--- src/rtl/hex_pkg.sv ---
// Shared constants for the multiplexed hex display controller: register map,
// CTRL bit positions, segment glyphs and the internal bus request bundle.
package hex_pkg;

  localparam logic [23:0] OFS_DIGIT0  = 24'h00;
  localparam logic [23:0] OFS_BITMASK = 24'h40;
  localparam logic [23:0] OFS_BLINK   = 24'h44;
  localparam logic [23:0] OFS_CTRL    = 24'h48;
  localparam logic [23:0] OFS_RESET   = 24'h4C;

  localparam int CTRL_EN_BIT    = 0;
  localparam int CTRL_BLINK_BIT = 1;

  // Active-low segments, bit 6 = g ... bit 0 = a; entry 0 is the rightmost word.
  localparam logic [15:0][6:0] SEG_GLYPHS = {
    7'h0E, 7'h06, 7'h21, 7'h46, 7'h03, 7'h08, 7'h10, 7'h00,
    7'h78, 7'h02, 7'h12, 7'h19, 7'h30, 7'h24, 7'h79, 7'h40
  };

  typedef struct packed {
    logic        wr;
    logic        rd;
    logic [23:0] addr;
    logic [31:0] wdata;
  } bus_req_t;

  function automatic int cnt_w(input int n);
    return (n > 1) ? $clog2(n) : 1;
  endfunction

endpackage

--- src/rtl/hex_seg_decoder.sv ---
// 4-bit value to active-low 7-segment glyph, purely combinational.
module hex_seg_decoder
  import hex_pkg::*;
(
  input  logic [3:0] val_i,
  output logic [6:0] seg_o
);

  assign seg_o = SEG_GLYPHS[val_i];

endmodule

--- src/rtl/hex_mux_sb_ctrl.sv ---
// Bus-mapped controller for a time-multiplexed hex display with per-digit
// enable and blink; one digit is lit per scan slot.
module hex_mux_sb_ctrl
  import hex_pkg::*;
#(
  parameter int DIGITS    = 8,
  parameter int SCAN_DIV  = 100000,
  parameter int BLINK_DIV = 25000000
) (
  input  logic              clk_i,
  input  logic              rst_i,
  input  logic              req_i,
  input  logic              write_enable_i,
  input  logic [31:0]       addr_i,
  input  logic [31:0]       write_data_i,
  output logic [31:0]       read_data_o,
  output logic [6:0]        hex_led_o,
  output logic              hex_dp_o,
  output logic [DIGITS-1:0] hex_sel_o
);

  localparam int SCAN_W  = cnt_w(SCAN_DIV);
  localparam int BLINK_W = cnt_w(BLINK_DIV);
  localparam int IDX_W   = cnt_w(DIGITS);

  bus_req_t bus;
  assign bus.wr    = req_i & write_enable_i;
  assign bus.rd    = req_i & ~write_enable_i;
  assign bus.addr  = addr_i[23:0];
  assign bus.wdata = write_data_i;

  logic unused_bits;
  assign unused_bits = ^{addr_i[31:24], write_data_i};

  logic [DIGITS-1:0][4:0] digit_q;
  logic [DIGITS-1:0]      mask_q, blink_q;
  logic [1:0]             ctrl_q;
  logic [31:0]            read_data_q, read_data_d;
  logic [SCAN_W-1:0]      scan_q;
  logic [BLINK_W-1:0]     blink_cnt_q;
  logic [IDX_W-1:0]       idx_q;
  logic                   phase_q;
  logic [DIGITS-1:0]      sel_q, sel_d;
  logic [6:0]             led_q, led_d;
  logic                   dp_q, dp_d;

  // Address decode; DIGITn slots occupy 0x00..0x3C but only n < DIGITS exist.
  logic [3:0] dig_n;
  logic       dig_hit, soft_rst, rst_all;
  assign dig_n    = bus.addr[5:2];
  assign dig_hit  = (bus.addr[23:6] == '0) && (bus.addr[1:0] == 2'b00) &&
                    (32'(dig_n) < 32'(DIGITS));
  assign soft_rst = bus.wr && (bus.addr == OFS_RESET);
  assign rst_all  = rst_i | soft_rst;

  always_ff @(posedge clk_i) begin
    if (rst_all) begin
      digit_q <= '0;
      mask_q  <= '1;
      blink_q <= '0;
      ctrl_q  <= 2'b01;
    end else if (bus.wr) begin
      if (dig_hit) begin
        for (int k = 0; k < DIGITS; k++)
          if (dig_n == 4'(k)) digit_q[k] <= bus.wdata[4:0];
      end
      if (bus.addr == OFS_BITMASK) mask_q  <= bus.wdata[DIGITS-1:0];
      if (bus.addr == OFS_BLINK)   blink_q <= bus.wdata[DIGITS-1:0];
      if (bus.addr == OFS_CTRL)    ctrl_q  <= bus.wdata[1:0];
    end
  end

  always_comb begin
    read_data_d = '0;
    if (dig_hit) begin
      for (int k = 0; k < DIGITS; k++)
        if (dig_n == 4'(k)) read_data_d = 32'(digit_q[k]);
    end else begin
      case (bus.addr)
        OFS_BITMASK: read_data_d = 32'(mask_q);
        OFS_BLINK:   read_data_d = 32'(blink_q);
        OFS_CTRL:    read_data_d = 32'(ctrl_q);
        default:     read_data_d = '0;
      endcase
    end
  end

  // Soft reset deliberately leaves the last read result in place.
  always_ff @(posedge clk_i) begin
    if (rst_i)       read_data_q <= '0;
    else if (bus.rd) read_data_q <= read_data_d;
  end

  always_ff @(posedge clk_i) begin
    if (rst_all) begin
      scan_q      <= '0;
      idx_q       <= '0;
      blink_cnt_q <= '0;
      phase_q     <= 1'b1;
    end else begin
      if (scan_q == SCAN_W'(SCAN_DIV - 1)) begin
        scan_q <= '0;
        idx_q  <= (idx_q == IDX_W'(DIGITS - 1)) ? '0 : idx_q + 1'b1;
      end else begin
        scan_q <= scan_q + 1'b1;
      end
      if (blink_cnt_q == BLINK_W'(BLINK_DIV - 1)) begin
        blink_cnt_q <= '0;
        phase_q     <= ~phase_q;
      end else begin
        blink_cnt_q <= blink_cnt_q + 1'b1;
      end
    end
  end

  logic [4:0]        cur_dig;
  logic              cur_mask, cur_blink, vis;
  logic [DIGITS-1:0] sel_onehot;
  logic [6:0]        seg;

  always_comb begin
    cur_dig    = '0;
    cur_mask   = 1'b0;
    cur_blink  = 1'b0;
    sel_onehot = '1;
    for (int k = 0; k < DIGITS; k++) begin
      if (idx_q == IDX_W'(k)) begin
        cur_dig       = digit_q[k];
        cur_mask      = mask_q[k];
        cur_blink     = blink_q[k];
        sel_onehot[k] = 1'b0;
      end
    end
  end

  // phase_q = 0 is the dark half of the blink period.
  assign vis = ctrl_q[CTRL_EN_BIT] & cur_mask &
               ~(ctrl_q[CTRL_BLINK_BIT] & cur_blink & ~phase_q);

  hex_seg_decoder u_dec (
    .val_i (cur_dig[3:0]),
    .seg_o (seg)
  );

  always_comb begin
    sel_d = vis ? sel_onehot : '1;
    led_d = vis ? seg : 7'h7F;
    dp_d  = vis ? ~cur_dig[4] : 1'b1;
  end

  always_ff @(posedge clk_i) begin
    if (rst_all) begin
      sel_q <= '1;
      led_q <= 7'h7F;
      dp_q  <= 1'b1;
    end else begin
      sel_q <= sel_d;
      led_q <= led_d;
      dp_q  <= dp_d;
    end
  end

  assign read_data_o = read_data_q;
  assign hex_sel_o   = sel_q;
  assign hex_led_o   = led_q;
  assign hex_dp_o    = dp_q;

endmodule

--- config.mk ---
export PLATFORM = sky130hd
export DESIGN_NAME = hex_mux_sb_ctrl
export DESIGN_NICKNAME = d
export VERILOG_FILES = /design/src/rtl/hex_pkg.sv /design/src/rtl/hex_seg_decoder.sv /design/src/rtl/hex_mux_sb_ctrl.sv
export SDC_FILE = /design/constraint.sdc
export NUM_CORES = 1
export LEC_CHECK = 0
export CORE_ASPECT_RATIO = 1.1
export CORE_MARGIN = 3
export CORE_UTILIZATION = 49
export DETAILED_ROUTE_END_ITERATION = 8
export PLACE_DENSITY = 0.8
export SYNTH_ARGS = -nofsm -noshare
export SYNTH_HDL_FRONTEND = slang
export SYNTH_HIERARCHICAL = 1
export SYNTH_SLANG_ARGS = --single-unit
--- constraint.sdc ---
create_clock -name clk_i -period 3.4 [get_ports clk_i]
set_input_delay 0.68 -clock clk_i [delete_from_list [all_inputs] [get_ports clk_i]]
set_output_delay 0.68 -clock clk_i [all_outputs]
set_load 0.02 [all_outputs]
# After elaboration in Yosys (flattened, before gate mapping)

Memory sizes are Yosys's and may differ from the RTL's. A register that Yosys moved wholly into a read port is not among the register bits.
Cells that the tools add are included.

Magnitude comparators: 1
Reductions and logical operators: 21
Bitwise operators: 12
Add/subtract/negate cells: 3
Multiplexer cells: 43
Eq/ne operators: 20

Operator list:

| operator                                                         | number |
|---|---|
| 32-bit 2-to-1 mux                                                | 8 |
| 24-bit by 7-bit == test with 1-bit output, second input constant | 4 |
| 5-bit 2-to-1 mux                                                 | 9 |
| 25-bit by 1-bit adder with 25-bit output, second input constant  | 1 |
| 25-bit == test, second input constant                            | 1 |
| 1-bit 2-to-1 mux                                                 | 24 |
| 8-bit one-hot mux with 3 select lines                            | 1 |
| 3-bit AND reduction                                              | 8 |
| 18-bit logical NOT                                               | 1 |
| 17-bit by 1-bit adder with 17-bit output, second input constant  | 1 |
| 17-bit == test, second input constant                            | 1 |
| 4-bit by 3-bit == test with 1-bit output, second input constant  | 4 |
| 3-bit == test, second input constant                             | 4 |
| 4-bit by 2-bit == test with 1-bit output, second input constant  | 2 |
| 1-bit AND                                                        | 6 |
| 3-bit by 2-bit == test with 1-bit output, second input constant  | 2 |
| 2-bit AND reduction                                              | 3 |
| 2-bit OR reduction                                               | 3 |
| 1-bit inverter                                                   | 5 |
| 4-bit by 1-bit == test with 1-bit output, second input constant  | 1 |
| 4-bit logical NOT                                                | 1 |
| 4-bit less-than comparator, second input constant                | 1 |
| 3-bit by 1-bit adder with 3-bit output, second input constant    | 1 |
| 3-bit by 1-bit == test with 1-bit output, second input constant  | 1 |
| other kinds (5)                                                  | 7 |

Bits in read-only memories: 112
Memories kept: 1
Bits in registers: 145

Memory list:

| name             | words | width | rd ports | clocked after memory_dff | wr ports | line                 | source |
|---|---|---|---|---|---|---|---|
| (name not given) | 16    | 7     | 1        | 1                        | 0        | hex_seg_decoder.sv:9 | `assign seg_o = SEG_GLYPHS[val_i];` |

# Logic depth before layout (Yosys ltp)

Gate-level depths: netlist of the first run.

Depth in word-level cells: 15
Depth in mapped cells: 16

# By module

The synthesis of the first run kept the hierarchy.

Modules (own cells, without submodules):

| module          | area an instance (µm²) | cells each | times used |
|---|---|---|---|
| hex_mux_sb_ctrl | 6595.1                 | 721        | 1 |
| hex_seg_decoder | 275.3                  | 32         | 1 |

# Worst setup path before layout of the first run

No wires, ideal clock.

Path type: register to register
From: reg idx_q[2]
To: reg led_q[3], in the netlist hex_led_o[3]
Buffers on the path: 3
Slack: -204 ps
Data arrival time: 3475 ps
Cell stages (with the launch flop): 16
Cells stage by stage: dfxtp_1 > buf_2 > inv_1 > ha_1 > buf_2 > or2_2 > clkbuf_1 > a221o_1 > a31oi_1 > o22ai_1 > o21ai_0 > inv_1 > ha_1 > inv_1 > mux4_1 > nand3b_1

Elaborated cells on any way between the ends: 39
Classes of those cells: eq/ne (7); mux (24); bitwise (6); reduce/logical (2)

RTL lines:

| what                          | line                   | source |
|---|---|---|
| start, declared               | hex_mux_sb_ctrl.sv:41  | `logic [IDX_W-1:0] idx_q;` |
| start signal, assigned        | hex_mux_sb_ctrl.sv:103 | `idx_q <= (idx_q == IDX_W'(DIGITS - 1)) ? '0 : idx_q + 1'b1;` |
| 3-bit logical NOT             | hex_mux_sb_ctrl.sv:127 | `if (idx_q == IDX_W'(k)) begin` |
| 5-bit 2-to-1 mux (7 in a row) | hex_mux_sb_ctrl.sv:127 |  |
| 5-bit 2-to-1 mux *            | hex_mux_sb_ctrl.sv:127 |  |
| named net cur_dig[0]          | hex_mux_sb_ctrl.sv:116 | `logic [4:0] cur_dig;` |
| end, declared                 | hex_mux_sb_ctrl.sv:44  | `logic [6:0] led_q, led_d;` |

The timed path passes the listed nets; every way through them passes the cells marked *.
A chain may end at the register's enable or synchronous reset.

# Worst setup path after layout of the first run

From: reg idx_q[0]
To: reg led_q[3], in the netlist hex_led_o[3]

The elaborated chain is that of the path after synthesis.

==> flow_summary.html, run 1 <==
<table>
<tr><th>Metric</th><th>Value</th></tr>
<tr><th colspan="2">Detailed routing</th></tr>
<tr><td>Number of design rule violations left after detail routing</td><td>0</td></tr>
<tr><td>First-iteration detailed-routing DRC count</td><td>380</td></tr>
<tr><td>Per-cell routed wire length</td><td>16.2 microns</td></tr>
<tr><td>Total number of vias</td><td>5653</td></tr>
<tr><td>Total Routed Length</td><td>16400 microns</td></tr>
<tr><td>ANT nets after route</td><td>0</td></tr>
<tr><td>Routed via count divided by cell count</td><td>5.59</td></tr>
<tr><td>1st-pass router iterations</td><td>5</td></tr>
<tr><th colspan="2">Placement</th></tr>
<tr><td>Post-placement worst setup slack</td><td>0.199 ns</td></tr>
<tr><td>Port Buf Inserts</td><td>59</td></tr>
<tr><td>Placed Area</td><td>7610 sq um</td></tr>
<tr><td>HPWL after detailed placement</td><td>11500 microns</td></tr>
<tr><td>Placer's final routability congestion estimate</td><td>0.920</td></tr>
<tr><td>Placed insts</td><td>981</td></tr>
<tr><th colspan="2">Layout</th></tr>
<tr><td>Fillers</td><td>1131</td></tr>
<tr><td>Post-route design area</td><td>8210 sq um</td></tr>
<tr><td>Util after Layout</td><td>61.1%</td></tr>
<tr><td>Fraction of layout instances using a drive strength above 1</td><td>12.9%</td></tr>
<tr><td>P&amp;R area growth vs syn</td><td>19.4%</td></tr>
<tr><td>Post-route non-filler standard cell count</td><td>1011</td></tr>
<tr><td>Final net count</td><td>899</td></tr>
<tr><td>Number of antenna diodes</td><td>0</td></tr>
<tr><th colspan="2">Timing</th></tr>
<tr><td>Skew final</td><td>0.00742 ns</td></tr>
<tr><td>Setup repair after global routing missed its margin</td><td>no</td></tr>
<tr><td>Final hold violations</td><td>0</td></tr>
<tr><td>Slew Viols, Final</td><td>0</td></tr>
<tr><td>Count of endpoints failing setup in the final report</td><td>0</td></tr>
<tr><td>Min cycle time layout</td><td>3.26 ns</td></tr>
<tr><td>Max-Slew Margin vs Limit</td><td>37.3%</td></tr>
<tr><td>Setup TNS</td><td>0 ns</td></tr>
<tr><td>Worst hold slack</td><td>0.455 ns</td></tr>
<tr><td>Final worst-path setup slack</td><td>0.142 ns</td></tr>
<tr><td>Pin slew with the least headroom to its limit</td><td>0.936 ns</td></tr>
<tr><td>Upper clock frequency limit</td><td>0.307 GHz</td></tr>
<tr><td>Ratio of final minimum period to clock period</td><td>95.8%</td></tr>
<tr><th colspan="2">Die</th></tr>
<tr><td>Die Width</td><td>119 microns</td></tr>
<tr><td>IO Count</td><td>116</td></tr>
<tr><td>Die footprint</td><td>15500 sq um</td></tr>
<tr><td>Initial core utilization</td><td>51.1%</td></tr>
<tr><td>Core area</td><td>13400 sq um</td></tr>
<tr><td>Floorplan die height</td><td>130 microns</td></tr>
<tr><td># rows</td><td>44</td></tr>
<tr><th colspan="2">Power</th></tr>
<tr><td>Pwr Density</td><td>435 nW/um^2</td></tr>
<tr><td>Maximum ir drop on the vdd rail</td><td>0.311 mV</td></tr>
<tr><td>Leakage</td><td>2.95 nW</td></tr>
<tr><td>Post-layout total power</td><td>3.57 mW</td></tr>
<tr><th colspan="2">Setup path</th></tr>
<tr><td>Maximum net fanout on the critical path</td><td>5</td></tr>
<tr><td>Required time at the worst-slack endpoint</td><td>3.67 ns</td></tr>
<tr><td>Timing startpoint of the critical path</td><td>idx_q[0]$_SDFFE_PP0P_</td></tr>
<tr><td>Category of the worst setup path launch point</td><td>register</td></tr>
<tr><td>Critical path start-end classification</td><td>register to register</td></tr>
<tr><td>Nature of the critical path endpoint</td><td>register</td></tr>
<tr><td>Critical path arrival</td><td>3.53 ns</td></tr>
<tr><td>R2r startpoint</td><td>idx_q[0]$_SDFFE_PP0P_</td></tr>
<tr><th colspan="2">Yosys</th></tr>
<tr><td>Cell taking the most area after synthesis</td><td>sky130_fd_sc_hd__dfxtp_1</td></tr>
<tr><td>Top cells by area in the synthesized netlist</td><td>sky130_fd_sc_hd__dfxtp_1 37%, sky130_fd_sc_hd__mux2i_1 9.8%, sky130_fd_sc_hd__nor2_1 6.2%</td></tr>
<tr><td>Unique masters post-synth</td><td>63</td></tr>
<tr><td>Post-Synthesis Mean Instance Area</td><td>9.12 sq um</td></tr>
<tr><td>Synth cell count leaders</td><td>128 x sky130_fd_sc_hd__dfxtp_1, 114 x sky130_fd_sc_hd__nor2_1, 67 x sky130_fd_sc_hd__mux2i_1, 52 x sky130_fd_sc_hd__nand2_1, 37 x sky130_fd_sc_hd__a21oi_1</td></tr>
<tr><td>Proportion of netlist area held by the largest area contributor</td><td>37.3%</td></tr>
<tr><td>Share of synthesized cell area in full adder, half adder and majority cells</td><td>2.73%</td></tr>
<tr><td>Post-synthesis xor/xnor area fraction</td><td>4.84%</td></tr>
<tr><td>Mux contribution to synthesized area</td><td>13.9%</td></tr>
<tr><td>Sequential cell area fraction in the yosys report</td><td>37.3%</td></tr>
<tr><td>Combinational family with the most area after synthesis</td><td>simple AND/OR/NAND/NOR gates</td></tr>
<tr><td>Synth Warn #</td><td>6</td></tr>
<tr><td>Top-count cell post-synth</td><td>sky130_fd_sc_hd__dfxtp_1</td></tr>
<tr><td>Most common flop cell mapped by yosys</td><td>sky130_fd_sc_hd__dfxtp_1</td></tr>
<tr><td>Number of enable-type register cells in the synthesized netlist</td><td>0</td></tr>
<tr><td>Post-synthesis instance area</td><td>6870 sq um</td></tr>
<tr><td>Compound-gate portion of the synthesized area</td><td>8.69%</td></tr>
<tr><td>Async set-or-reset flop fraction in the synthesized netlist</td><td>0%</td></tr>
<tr><td>Area share of and/or/nand/nor cells after synthesis</td><td>25.3%</td></tr>
<tr><td>Gate count of the mapped netlist</td><td>753</td></tr>
<tr><td>Synth Register Bits</td><td>128</td></tr>
<tr><th colspan="2">Clock tree</th></tr>
<tr><td>Maximum count of clock buffers along a single path</td><td>2</td></tr>
<tr><td>Root buf cell</td><td>sky130_fd_sc_hd__clkbuf_16</td></tr>
<tr><td>TritonCTS clock tree</td><td>built</td></tr>
<tr><td>H-Tree Level Count</td><td>4</td></tr>
<tr><td>Clock latency at the later pin of the worst-skew pair</td><td>0.42 ns</td></tr>
<tr><td>Number of hold buffers added after CTS</td><td>0</td></tr>
<tr><td>TritonCTS sink count</td><td>128</td></tr>
<tr><td>Clock-pin slew on the worst setup and hold paths</td><td>0.06 ns</td></tr>
<tr><td>TritonCTS buffer count</td><td>17</td></tr>
<tr><th colspan="2">Global routing</th></tr>
<tr><td>First-pass GRT wire length</td><td>26700 microns</td></tr>
<tr><td>Total global-route track usage</td><td>21.6%</td></tr>
<tr><td>Number of global-route vias before repair</td><td>5375</td></tr>
<tr><td>Maximum number of pins on one net before global-route repair</td><td>26</td></tr>
<tr><td>Gr ovfl total</td><td>0</td></tr>
<tr><td>Number of antenna violations at the first check in global routing</td><td>0</td></tr>
<tr><th colspan="2">Job</th></tr>
<tr><td>Max-Cap Viols</td><td>0</td></tr>
<tr><th colspan="2">Run status</th></tr>
<tr><td>Outcome</td><td>finished clean</td></tr>
<tr><th colspan="2">Hold path</th></tr>
<tr><td>Hold Startpoint</td><td>read_data_o[6]$_SDFFE_PP0P_</td></tr>
<tr><td>Path class of the lowest-slack min-delay path</td><td>register to register</td></tr>
</table>
[sequential cells by signal, summed over array words and instances, names as in the netlist, 2 cells and up]
signal,flops
hex_led_o,7
read_data_o,8
hex_sel_o,8
digit_q,40
mask_q,8
blink_cnt_q,25
scan_q,17
idx_q,3
ctrl_q,2
blink_q,8
[critical path: stages (launching register included)]
cell and delay, ns:
sky130_fd_sc_hd__dfxtp_1 0.35, sky130_fd_sc_hd__ha_1 0.23, sky130_fd_sc_hd__ha_1 0.19, sky130_fd_sc_hd__or2_2 0.34
sky130_fd_sc_hd__a221o_1 0.29, sky130_fd_sc_hd__a31oi_1 0.23, sky130_fd_sc_hd__o22ai_1 0.14, sky130_fd_sc_hd__o21ai_2 0.24
sky130_fd_sc_hd__inv_1 0.14, sky130_fd_sc_hd__ha_1 0.31, sky130_fd_sc_hd__inv_1 0.05, sky130_fd_sc_hd__mux4_1 0.46
sky130_fd_sc_hd__nand3b_1 0.16
[layout make-up]
cell class	instances	area, sq um	share of cell area (%)
multi-input cells	558	3920	47.7
flip-flops and latches	128	2560	31.2
repair buffers	90	823	10.0
clock buffers	21	460	5.61
well taps	184	230	2.81
clock inverters	9	134	1.63
inverters	21	78.8	0.961
[power by group]
group          total [mW]  internal [mW]  switching (mW)
clock                1.83           1.18           0.646
combinational       0.221         0.0862           0.135
sequential           1.52           1.51         0.00904
[metal layers]
layer / GRT usage, % / part of all wire (%)
met1: 25.5 / 42
met5: 0 / 0
met2: 37.3 / 48
met3: 5.03 / 7.3
met4: 10.8 / 3.7
[cell usage in the layout (no fill, tap or decap), types with 17 or more instances in the layout]
cell	instances
sky130_fd_sc_hd__clkdlybuf4s50_1	59
sky130_fd_sc_hd__xor2_1	22
sky130_fd_sc_hd__o21ai_0	20
sky130_fd_sc_hd__dfxtp_1	128
sky130_fd_sc_hd__clkbuf_16	17
sky130_fd_sc_hd__mux2i_1	67
sky130_fd_sc_hd__nand4_1	18
sky130_fd_sc_hd__nor2_1	114
sky130_fd_sc_hd__buf_4	31
sky130_fd_sc_hd__a21oi_1	37
sky130_fd_sc_hd__conb_1	24
sky130_fd_sc_hd__nand2_1	52
sky130_fd_sc_hd__nand3_1	24
sky130_fd_sc_hd__inv_1	21
[cell families (layout without fill, tap and decap cells)]
family | count (synthesis) | after routing
XOR/XNOR | 38 | 38
multiplexers | 86 | 86
AND/OR/NAND/NOR | 300 | 300
buffers and inverters | 90 | 141
flip-flops | 128 | 128
AO/OA/AOI/OAI | 95 | 95
other | 1 | 24
adder cells (fa/ha/maj) | 15 | 15
[path summary, 6_finish.rpt]
kind	endpoint	slack, ns	cells past startpoint
max	hex_led_o[3]$_SDFF_PP1_	0.14	12
min	read_data_o[6]$_SDFFE_PP0P_	0.45	2
max reg2reg	hex_led_o[3]$_SDFF_PP1_	0.14	12
min reg2reg	read_data_o[6]$_SDFFE_PP0P_	0.45	2
[timing repair]
| action | CTS | global route |
|---|---|---|
| resized for setup | 0 | 1 |
| endpoints found under the setup margin | 0 | 2 |
| setup buffers | 0 | 0 |
No activity file was read; power rests on OpenSTA's default activity.
==> inputs of run 2 (changes only) <==
--- a/config.mk
+++ b/config.mk
@@ -6,7 +6,7 @@
 export NUM_CORES = 1
 export LEC_CHECK = 0
 export CORE_ASPECT_RATIO = 1.1
-export CORE_MARGIN = 3
+export CORE_MARGIN = 5
 export CORE_UTILIZATION = 49
 export DETAILED_ROUTE_END_ITERATION = 8
 export PLACE_DENSITY = 0.8
==> run 2 against run 1 <==
Against the previous run: clock power hardly changed; combinational power barely moved; critical endpoint unchanged; hold slack lost 0.0046 ns; largest power group unchanged; via count is 0.39% lower; sequential share of layout area hardly changed; global-route usage decreased by 0.47 points; highest routed layer unchanged.
==> flow_summary.html, run 2 (synthesis gave the netlist of run 1 again) <==
<table>
<tr><th>Metric</th><th>Value</th></tr>
<tr><th colspan="2">Run status</th></tr>
<tr><td>Outcome</td><td>finished clean</td></tr>
<tr><th colspan="2">Global routing</th></tr>
<tr><td>Maximum number of pins on one net before global-route repair</td><td>43 (+65%)</td></tr>
<tr><td>Met3 track demand over resource in global routing</td><td>5.65% (+0.62 points)</td></tr>
<tr><td>Gr ovfl total</td><td>0 (unchanged)</td></tr>
<tr><td>Met1 GRT Util</td><td>24.9% (-0.66 points)</td></tr>
<tr><td>Routing usage on met2</td><td>35.5% (-1.8 points)</td></tr>
<tr><td>First-pass GRT wire length</td><td>27600 microns (+3.4%)</td></tr>
<tr><td>Total global-route track usage</td><td>21.2% (-0.47 points)</td></tr>
<tr><td>Number of global-route vias before repair</td><td>5600 (+4.2%)</td></tr>
<tr><td>Number of antenna violations at the first check in global routing</td><td>0 (unchanged)</td></tr>
<tr><td>Grt peak-use layer</td><td>met2</td></tr>
<tr><th colspan="2">Layout</th></tr>
<tr><td>Most flops, register</td><td>digit_q</td></tr>
<tr><td>Post-route design area</td><td>8210 sq um (about the same)</td></tr>
<tr><td>Final net count</td><td>897 (-0.22%)</td></tr>
<tr><td>Most common library cell in the layout ignoring fill and taps</td><td>sky130_fd_sc_hd__dfxtp_1</td></tr>
<tr><td>Largest registers</td><td>digit_q (40), blink_cnt_q (25), scan_q (17)</td></tr>
<tr><td>Number of antenna diodes</td><td>0 (unchanged)</td></tr>
<tr><td>P&amp;R area growth vs syn</td><td>19.5% (about the same)</td></tr>
<tr><td>Top library cells by usage in the layout, fill and taps aside</td><td>128 x sky130_fd_sc_hd__dfxtp_1, 114 x sky130_fd_sc_hd__nor2_1, 67 x sky130_fd_sc_hd__mux2i_1</td></tr>
<tr><td>Number of flip-flops in the largest register</td><td>40 (unchanged)</td></tr>
<tr><td>Fraction of layout instances using a drive strength above 1</td><td>13.0% (+0.016 points)</td></tr>
<tr><td>Util after Layout</td><td>59.5% (-1.6 points)</td></tr>
<tr><th colspan="2">Clock tree</th></tr>
<tr><td>Setup Buffers After CTS</td><td>0 (unchanged)</td></tr>
<tr><td>Clock latency at the later pin of the worst-skew pair</td><td>0.42 ns (about the same)</td></tr>
<tr><td>Root buf cell</td><td>sky130_fd_sc_hd__clkbuf_16</td></tr>
<tr><td>TritonCTS buffer count</td><td>17 (unchanged)</td></tr>
<tr><td>TritonCTS clock tree</td><td>built</td></tr>
<tr><td>Clock-pin slew on the worst setup and hold paths</td><td>0.06 ns (about the same)</td></tr>
<tr><td>H-Tree Level Count</td><td>4 (unchanged)</td></tr>
<tr><td>Maximum count of clock buffers along a single path</td><td>2 (unchanged)</td></tr>
<tr><td>TritonCTS sink count</td><td>128 (unchanged)</td></tr>
<tr><td>Number of hold buffers added after CTS</td><td>0 (unchanged)</td></tr>
<tr><th colspan="2">Setup path</th></tr>
<tr><td>Maximum net fanout on the critical path</td><td>5 (unchanged)</td></tr>
<tr><td>Required time at the worst-slack endpoint</td><td>3.66 ns (about the same)</td></tr>
<tr><td>Nature of the critical path endpoint</td><td>register</td></tr>
<tr><td>Category of the worst setup path launch point</td><td>register</td></tr>
<tr><td>Critical path arrival</td><td>3.37 ns (-0.16 ns)</td></tr>
<tr><td>Critical path start-end classification</td><td>register to register</td></tr>
<tr><th colspan="2">Die</th></tr>
<tr><td>IO Count</td><td>116 (unchanged)</td></tr>
<tr><td>Initial core utilization</td><td>49.8% (-1.3 points)</td></tr>
<tr><td>Die footprint</td><td>16500 sq um (+6.5%)</td></tr>
<tr><td>Floorplan die height</td><td>134 microns (+3.1%)</td></tr>
<tr><td>Die Width</td><td>123 microns (+3.4%)</td></tr>
<tr><td># rows</td><td>45 (+2.3%)</td></tr>
<tr><td>Core area</td><td>13800 sq um (+2.7%)</td></tr>
<tr><th colspan="2">Detailed routing</th></tr>
<tr><td>Per-cell routed wire length</td><td>16.7 microns (+3.0%)</td></tr>
<tr><td>Total Routed Length</td><td>16900 microns (+3.3%)</td></tr>
<tr><td>First-iteration detailed-routing DRC count</td><td>415 (+9.2%)</td></tr>
<tr><td>Number of design rule violations left after detail routing</td><td>0 (unchanged)</td></tr>
<tr><td>1st-pass router iterations</td><td>5 (unchanged)</td></tr>
<tr><td>ANT nets after route</td><td>0 (unchanged)</td></tr>
<tr><td>Total number of vias</td><td>5631 (-0.39%)</td></tr>
<tr><td>Routed via count divided by cell count</td><td>5.55 (-0.68%)</td></tr>
<tr><th colspan="2">Placement</th></tr>
<tr><td>HPWL after detailed placement</td><td>12200 microns (+5.3%)</td></tr>
<tr><td>Post-placement worst setup slack</td><td>0.293 ns (+0.0945 ns)</td></tr>
<tr><td>Port Buf Inserts</td><td>59 (unchanged)</td></tr>
<tr><td>Placed Area</td><td>7600 sq um (-0.13%)</td></tr>
<tr><td>Placer's final routability congestion estimate</td><td>0.865 (-6.0%)</td></tr>
<tr><th colspan="2">Power</th></tr>
<tr><td>Pwr Density</td><td>438 nW/um^2 (+0.49%)</td></tr>
<tr><td>Leakage</td><td>2.95 nW (about the same)</td></tr>
<tr><td>Maximum ir drop on the vdd rail</td><td>0.294 mV (-5.4%)</td></tr>
<tr><td>Post-layout total power</td><td>3.59 mW (+0.50%)</td></tr>
<tr><th colspan="2">Job</th></tr>
<tr><td>Max-Cap Viols</td><td>0 (unchanged)</td></tr>
<tr><th colspan="2">Timing</th></tr>
<tr><td>Max-Slew Margin vs Limit</td><td>29.8% (-7.6 points)</td></tr>
<tr><td>Upper clock frequency limit</td><td>0.322 GHz (+4.9%)</td></tr>
<tr><td>Setup TNS</td><td>0 ns (unchanged)</td></tr>
<tr><td>Pin slew with the least headroom to its limit</td><td>1.05 ns (+0.113 ns)</td></tr>
<tr><td>Final worst-path setup slack</td><td>0.293 ns (+0.152 ns)</td></tr>
<tr><td>Slew Viols, Final</td><td>0 (unchanged)</td></tr>
<tr><td>Min cycle time layout</td><td>3.11 ns (-0.152 ns)</td></tr>
<tr><td>Ratio of final minimum period to clock period</td><td>91.4% (-4.5 points)</td></tr>
<tr><td>Final hold violations</td><td>0 (unchanged)</td></tr>
<tr><td>Count of endpoints failing setup in the final report</td><td>0 (unchanged)</td></tr>
<tr><td>Skew final</td><td>0.00716 ns (-0.000257 ns)</td></tr>
<tr><td>Setup repair after global routing missed its margin</td><td>no</td></tr>
<tr><th colspan="2">Hold path</th></tr>
<tr><td>Path class of the lowest-slack min-delay path</td><td>register to register</td></tr>
</table>
==> run 2: what timing repair did <==
action / in CTS / in global routing
gates resized for setup: 0 / 1
setup endpoints to repair: 0 / 2
hold endpoints to repair: 0 / 0
==> run 2: worst paths after layout <==
kind              cells past startpoint  slack [ns]                          end                         from
setup / recovery                     12        0.29      hex_led_o[3]$_SDFF_PP1_        idx_q[0]$_SDFFE_PP0P_
hold / removal                        2        0.45  read_data_o[5]$_SDFFE_PP0P_  read_data_o[5]$_SDFFE_PP0P_
setup reg to reg                     12        0.29      hex_led_o[3]$_SDFF_PP1_        idx_q[0]$_SDFFE_PP0P_
hold reg to reg                       2        0.45  read_data_o[5]$_SDFFE_PP0P_  read_data_o[5]$_SDFFE_PP0P_
==> run 2: final cells by class <==
class	count	area, sq um
Tap cell	188	235
Sequential cell	128	2560
Fill cell	1177	5590
Timing Repair Buffer	88	808
Multi-Input combinational cell	558	3920
Inverter	21	78.8
Clock buffer	21	470
Clock inverter	10	135
==> run 2: worst max-delay path: stages (launching register included) <==
cell                       delay, ns
sky130_fd_sc_hd__dfxtp_1        0.35
sky130_fd_sc_hd__ha_1           0.23
sky130_fd_sc_hd__ha_1           0.19
sky130_fd_sc_hd__or2_2          0.31
sky130_fd_sc_hd__a221o_1        0.29
sky130_fd_sc_hd__a31oi_1        0.20
sky130_fd_sc_hd__o22ai_1        0.13
sky130_fd_sc_hd__o21ai_2        0.17
sky130_fd_sc_hd__inv_1          0.12
sky130_fd_sc_hd__ha_1           0.29
sky130_fd_sc_hd__inv_1          0.04
sky130_fd_sc_hd__mux4_1         0.46
sky130_fd_sc_hd__nand3b_1       0.16
==> run 2: metrics by stage <==
step	hold slack (ns)	cells
after global placement	0.440	983
final	0.450	1014
after detailed placement	0.448	983
after global routing	0.475	1014
after floorplan	0.430	776
after CTS	0.452	1014
==> run 2: where the power goes <==
part / leakage [nW] / internal (mW) / switching [mW]
Clock: 0.287 / 1.20 / 0.644
Sequential: 1.04 / 1.51 / 0.00911
Combinational: 1.62 / 0.0864 / 0.137
==> run 2: routing by layer <==
| metal | up-vias | wire length [microns] |
|---|---|---|
| li1 | 2708 | - |
| met1 | 2631 | 6650 |
| met2 | 245 | 8160 |
| met3 | 47 | 1490 |
| met4 | 0 | 621 |
| met5 | - | 0 |
